**src/rtl/bit_multiplier_n.sv**
```systemverilog
`default_nettype none
// ============================================================================
// Module      : bit_multiplier_n
// Description : Signed (two's complement) shift-add multiplier. Forms S * B
//               in W add/shift iterations into {A,B}, with X as the sign
//               extension of A. Operand S is latched at start; Busy/Done
//               report progress.
//               Optional overflow flag (Ovf) is built when the macro
//               MULT_OVF_EN is defined.
// Revision    : 1.0 - initial release
// ============================================================================
module bit_multiplier_n #(
  parameter int W = 8
) (
  input  logic         Clk,
  input  logic         Reset,
  input  logic         ClearA_LoadB,
  input  logic         Run,
  input  logic [W-1:0] S,
  output logic [W-1:0] Aval,
  output logic [W-1:0] Bval,
  output logic         X,
  output logic         Busy,
  output logic         Done
`ifdef MULT_OVF_EN
  ,
  output logic         Ovf
`endif
);

  localparam int              c_CW   = $clog2(W);
  localparam logic [c_CW-1:0] c_LAST = c_CW'(W - 1);

  localparam logic [1:0] c_IDLE  = 2'd0;
  localparam logic [1:0] c_ADD   = 2'd1;
  localparam logic [1:0] c_SHIFT = 2'd2;
  localparam logic [1:0] c_DONE  = 2'd3;

  logic [1:0]      r_state;
  logic [W-1:0]    r_a;
  logic [W-1:0]    r_b;
  logic [W-1:0]    r_s;
  logic            r_x;
  logic            r_run_q;
  logic [c_CW-1:0] r_cnt;

  logic            w_run_rise;
  logic [W:0]      w_acc_a;
  logic [W:0]      w_acc_s;
  logic [W:0]      w_sum;
  logic [W-1:0]    w_sh_a;
  logic [W-1:0]    w_sh_b;

  assign w_run_rise = Run & ~r_run_q;

  // The last partial product weighs the sign bit of B, so it is subtracted.
  assign w_acc_a = {r_a[W-1], r_a};
  assign w_acc_s = {r_s[W-1], r_s};
  assign w_sum   = (r_cnt == c_LAST) ? (w_acc_a - w_acc_s) : (w_acc_a + w_acc_s);

  // Arithmetic right shift of {X,A,B}; X is the replicated sign.
  assign w_sh_a = {r_x, r_a[W-1:1]};
  assign w_sh_b = {r_a[0], r_b[W-1:1]};

  // Run level history for edge detection, tracked in every state.
  always_ff @(posedge Clk) begin
    if (Reset) begin
      r_run_q <= 1'b0;
    end else begin
      r_run_q <= Run;
    end
  end

  // Control FSM and datapath registers.
  always_ff @(posedge Clk) begin
    if (Reset) begin
      r_state <= c_IDLE;
      r_a     <= '0;
      r_b     <= '0;
      r_s     <= '0;
      r_x     <= 1'b0;
      r_cnt   <= '0;
    end else begin
      case (r_state)
        c_IDLE: begin
          if (ClearA_LoadB) begin
            // Load wins over a coincident start; that start is dropped.
            r_a <= '0;
            r_x <= 1'b0;
            r_b <= S;
          end else if (w_run_rise) begin
            // B is kept, so back-to-back runs chain on the previous low half.
            r_s     <= S;
            r_a     <= '0;
            r_x     <= 1'b0;
            r_cnt   <= '0;
            r_state <= c_ADD;
          end
        end
        c_ADD: begin
          if (r_b[0]) begin
            r_x <= w_sum[W];
            r_a <= w_sum[W-1:0];
          end
          r_state <= c_SHIFT;
        end
        c_SHIFT: begin
          r_a   <= w_sh_a;
          r_b   <= w_sh_b;
          r_cnt <= r_cnt + 1'b1;
          if (r_cnt == c_LAST) begin
            r_state <= c_DONE;
          end else begin
            r_state <= c_ADD;
          end
        end
        default: begin
          r_state <= c_IDLE;
        end
      endcase
    end
  end

`ifdef MULT_OVF_EN
  logic r_ovf;
  logic w_ovf_now;

  // Product fits in W signed bits only if {X,A} is all copies of B's sign.
  assign w_ovf_now = ({r_x, w_sh_a} != {(W + 1){w_sh_b[W-1]}});

  // Overflow flag: settled on the final shift, cleared by load or start.
  always_ff @(posedge Clk) begin
    if (Reset) begin
      r_ovf <= 1'b0;
    end else if ((r_state == c_IDLE) && (ClearA_LoadB || w_run_rise)) begin
      r_ovf <= 1'b0;
    end else if ((r_state == c_SHIFT) && (r_cnt == c_LAST)) begin
      r_ovf <= w_ovf_now;
    end
  end

  assign Ovf = r_ovf;
`endif

  assign Aval = r_a;
  assign Bval = r_b;
  assign X    = r_x;
  assign Busy = (r_state == c_ADD) || (r_state == c_SHIFT);
  assign Done = (r_state == c_DONE);

endmodule
`default_nettype wire

```
**config.mk**
```make
export PLATFORM = sky130hd
export DESIGN_NAME = bit_multiplier_n
export DESIGN_NICKNAME = d
export VERILOG_FILES = /design/src/rtl/bit_multiplier_n.sv
export SDC_FILE = /design/constraint.sdc
export NUM_CORES = 1
export LEC_CHECK = 0
export CORE_MARGIN = 1
export CORE_UTILIZATION = 53
export DETAILED_ROUTE_END_ITERATION = 10
export HOLD_SLACK_MARGIN = 0.05
export PLACE_DENSITY = 0.79
export SYNTH_ARGS = -nofsm -noshare
export SYNTH_HDL_FRONTEND = slang
export SYNTH_SLANG_ARGS = --single-unit
```
**constraint.sdc**
```tcl
create_clock -name Clk -period 3.6 [get_ports Clk]
set_clock_uncertainty 0.2 [all_clocks]
set_input_delay 0.36 -clock Clk [delete_from_list [all_inputs] [get_ports Clk]]
set_output_delay 0.36 -clock Clk [all_outputs]
set_load 0.01 [all_outputs]
```
==> results.toml <==
[status]
result_of_the_run = "finished clean"

[setup_path]
critPathKind = "flop to flop"
crit_path_start_kind = "flop"
worst_setup_ep_type = "flop"
cp.required_ns = 3.68
worst_path_arrival_time_ns = 2.90
critPathMaxFanout = 11
worstReg2RegStart = "r_cnt[0]"
r2r_end = "X"
setup.reg_to_reg.worst_slack_ns = 0.78
timing.reg2reg.worst_path_depth = 9

[place]
place.gp.congestion = 0.885
placed_cells = 286
place_hpwl_um = 3150
port_buffers = 30

[synthesis]
synth_nets = 245
synthMostInstantiatedCell = "dfxtp_1"
synth.cell_area_um2 = 1920
synth_flop_cell = "dfxtp_1"
synth_commonest_cells = "31 x dfxtp_1, 25 x nor2_1, 20 x mux2i_1"
yosysUniqueCellTypes = 48
synth.top_cells.by_area = "dfxtp_1 32%, ha_1 10%, mux2i_1 10%"
avg_cell_area_syn_um2 = 8.89
yosysTopAreaCellShare = 0.323
synth.ff_latch_count = 31
ys_warn_count = 0
synth-async-reset-ratio = 0
yosys.area.top_type = "dfxtp_1"
synth_sequential_area_ratio = 0.323
synth-edff-count = 0
post_synth_inst_count = 216

[flow_run]
cap_violations = 0

[clocking]
postCtsHoldBufs = 0
root_buffer = "clkbuf_4"
postCtsSetupRepairBufs = 0
tritoncts = "yes"
cts_num_sinks = 31
cts_made_buffers = 5
ctsLongestPathBuffers = 2
worst_skew_pair.late_latency_ns = 0.35
cts.repair.resized = 0
cts.clk_slew.worst_paths_ns = 0.12
cts_max_level = 2

[sta]
achievable_frequency_mhz = 355
final_hold_viol_count = 0
drv_slew = 0
fin_crit_sh = 0.783
setup_total_negative_slack_ns = 0
rsz0062_at_grt = "false"
min_tclk_post_route_ns = 2.82
worst_pin_slew_ns = 0.555
finalHoldWorstSlack_ns = 0.321
slew-limit-headroom = 0.630
final-setup-viol-count = 0

[global_route]
grt_overflow_total = 0
grt_first_pass_wirelength_um = 7200
grt_use_total = 0.235
first_global_vias = 1583
grt_antenna_before_repair = 0
pin_count_of_the_biggest_net_entering_global_routing = 21

[routing]
count_of_routing_violations_after_the_opening_detailed_route_iteration = 87
first_pass_iters = 4
route.vias.total = 1647
post_drt_wl_per_cell_um = 14.0
route.antenna.remaining_nets = 0
via_per_inst = 5.60
drt_wl_total_um = 4130
route.detailed.drc = 0

[layout]
design.final.nets = 276
antennaDiodeCount = 0
layout_cells_excl_fill = 294
area_growth_pct = 20.6
layout-drive-gt1-share = 0.0766
fin_util = 0.678

[min_path]
min_delay_worst_endpoint = "Aval[2]"
startpoint_of_the_lowest_slack_hold_path = "Aval[2]"
cell_count_of_the_worst_hold_path = 2
hp-class = "flop to flop"

[floorplan]
die_h_um = 62.2
start_util = 0.562
die_area_um2 = 3870
floorplan.rows = 21
chipWidth_um = 62.2
pin_count = 31
core_area_um2 = 3420

[power_and_ir_drop]
p_leak_nw = 0.875
ir_drop_uv = 341
power_density_nw_per_um2 = 600
p_total_mw = 1.39
-- power by group --
group          switching, mW  internal [mW]  total [mW]  leakage (nW)
clock network          0.131         0.0753       0.207        0.0282
registers             0.0548          0.395       0.450         0.253
logic                  0.397          0.335       0.732         0.593
total                  0.583          0.806        1.39         0.875
-- through the flow --
step | setup WS [ns] | cell area, um^2
after CTS | 0.764 | 2310
after floorplan | 0.869 | 1920
after global routing | 0.586 | 2310
after global placement | 0.838 | 2260
final | 0.781 | 2310
after detailed placement | 0.787 | 2260
-- worst max path at each step --
stage / startpoint / endpoint / slack [ns] / depth (start not counted)
4_1_cts: r_cnt[0] / X / 0.76 / 9
5_1_grt: r_cnt[0] / Aval[7] / 0.59 / 9
3_5_place_dp: r_cnt[0] / X / 0.79 / 9
3_3_place_gp: r_cnt[0] / Aval[7] / 0.84 / 9
2_1_floorplan: r_cnt[0] / X / 0.87 / 10
6_report: r_cnt[0] / X / 0.78 / 9
-- flip-flops by register name, summed over array words and instances, names as in the netlist --
signal / flops
r_s: 8
r_state: 2
r_run_q: 1
Bval: 8
r_cnt: 3
X: 1
Aval: 8
-- kinds of logic (layout without fill, tap and decap cells) --
logic type	count (synthesis)	in the layout	share of synthesized area
and+or+nand+nor	70	70	0.183
AOI/OAI and AO/OA	50	50	0.192
DFF	31	31	0.323
muxes	21	21	0.110
buffers and inverters	18	50	0.0359
adders and majority gates	17	17	0.115
xor gates and xnor gates	9	9	0.0411
-- worst max-delay path, stage by stage, from the launching register on --
cell	delay, ns
dfxtp_1	0.37
ha_1	0.16
ha_1	0.37
mux2i_1	0.19
fa_1	0.45
a21o_1	0.22
a221oi_2	0.32
o21ai_2	0.12
nor4_2	0.24
nand3b_1	0.13
-- layout by cell type, fill, tap and decap left out, drive strengths merged, types with 2 or more instances in the layout --
cell           count
nand4              2
a211oi             8
nor2b              4
nor4               3
dfxtp             31
o21ai              6
and3               4
o211a              3
inv               10
nand3              6
nand2b             2
clkbuf             6
a21oi             10
o21a               2
mux2i             20
xnor2              9
nor3               3
clkdlybuf4s50     30
buf                2
a22oi              3
ha                16
o32ai              3
nor2              27
nand2             14
a21o               2
a31oi              3
-- cell type report --
| cell class | count | area, um^2 |
|---|---|---|
| tap | 46 | 57.6 |
| clock buffer | 6 | 41.3 |
| multi-input combinational | 167 | 1230 |
| sequential | 31 | 621 |
| clock inverter | 2 | 12.5 |
| timing repair buffer | 32 | 315 |
| inverter | 10 | 37.5 |
| fill | 296 | 1100 |
-- layer usage --
layer	global-route usage	wire length, um
met5	0	0
met4	0.102	58
met3	0.0441	147
met2	0.380	1870
met1	0.303	2050
(Power assumes the default switching activity.)
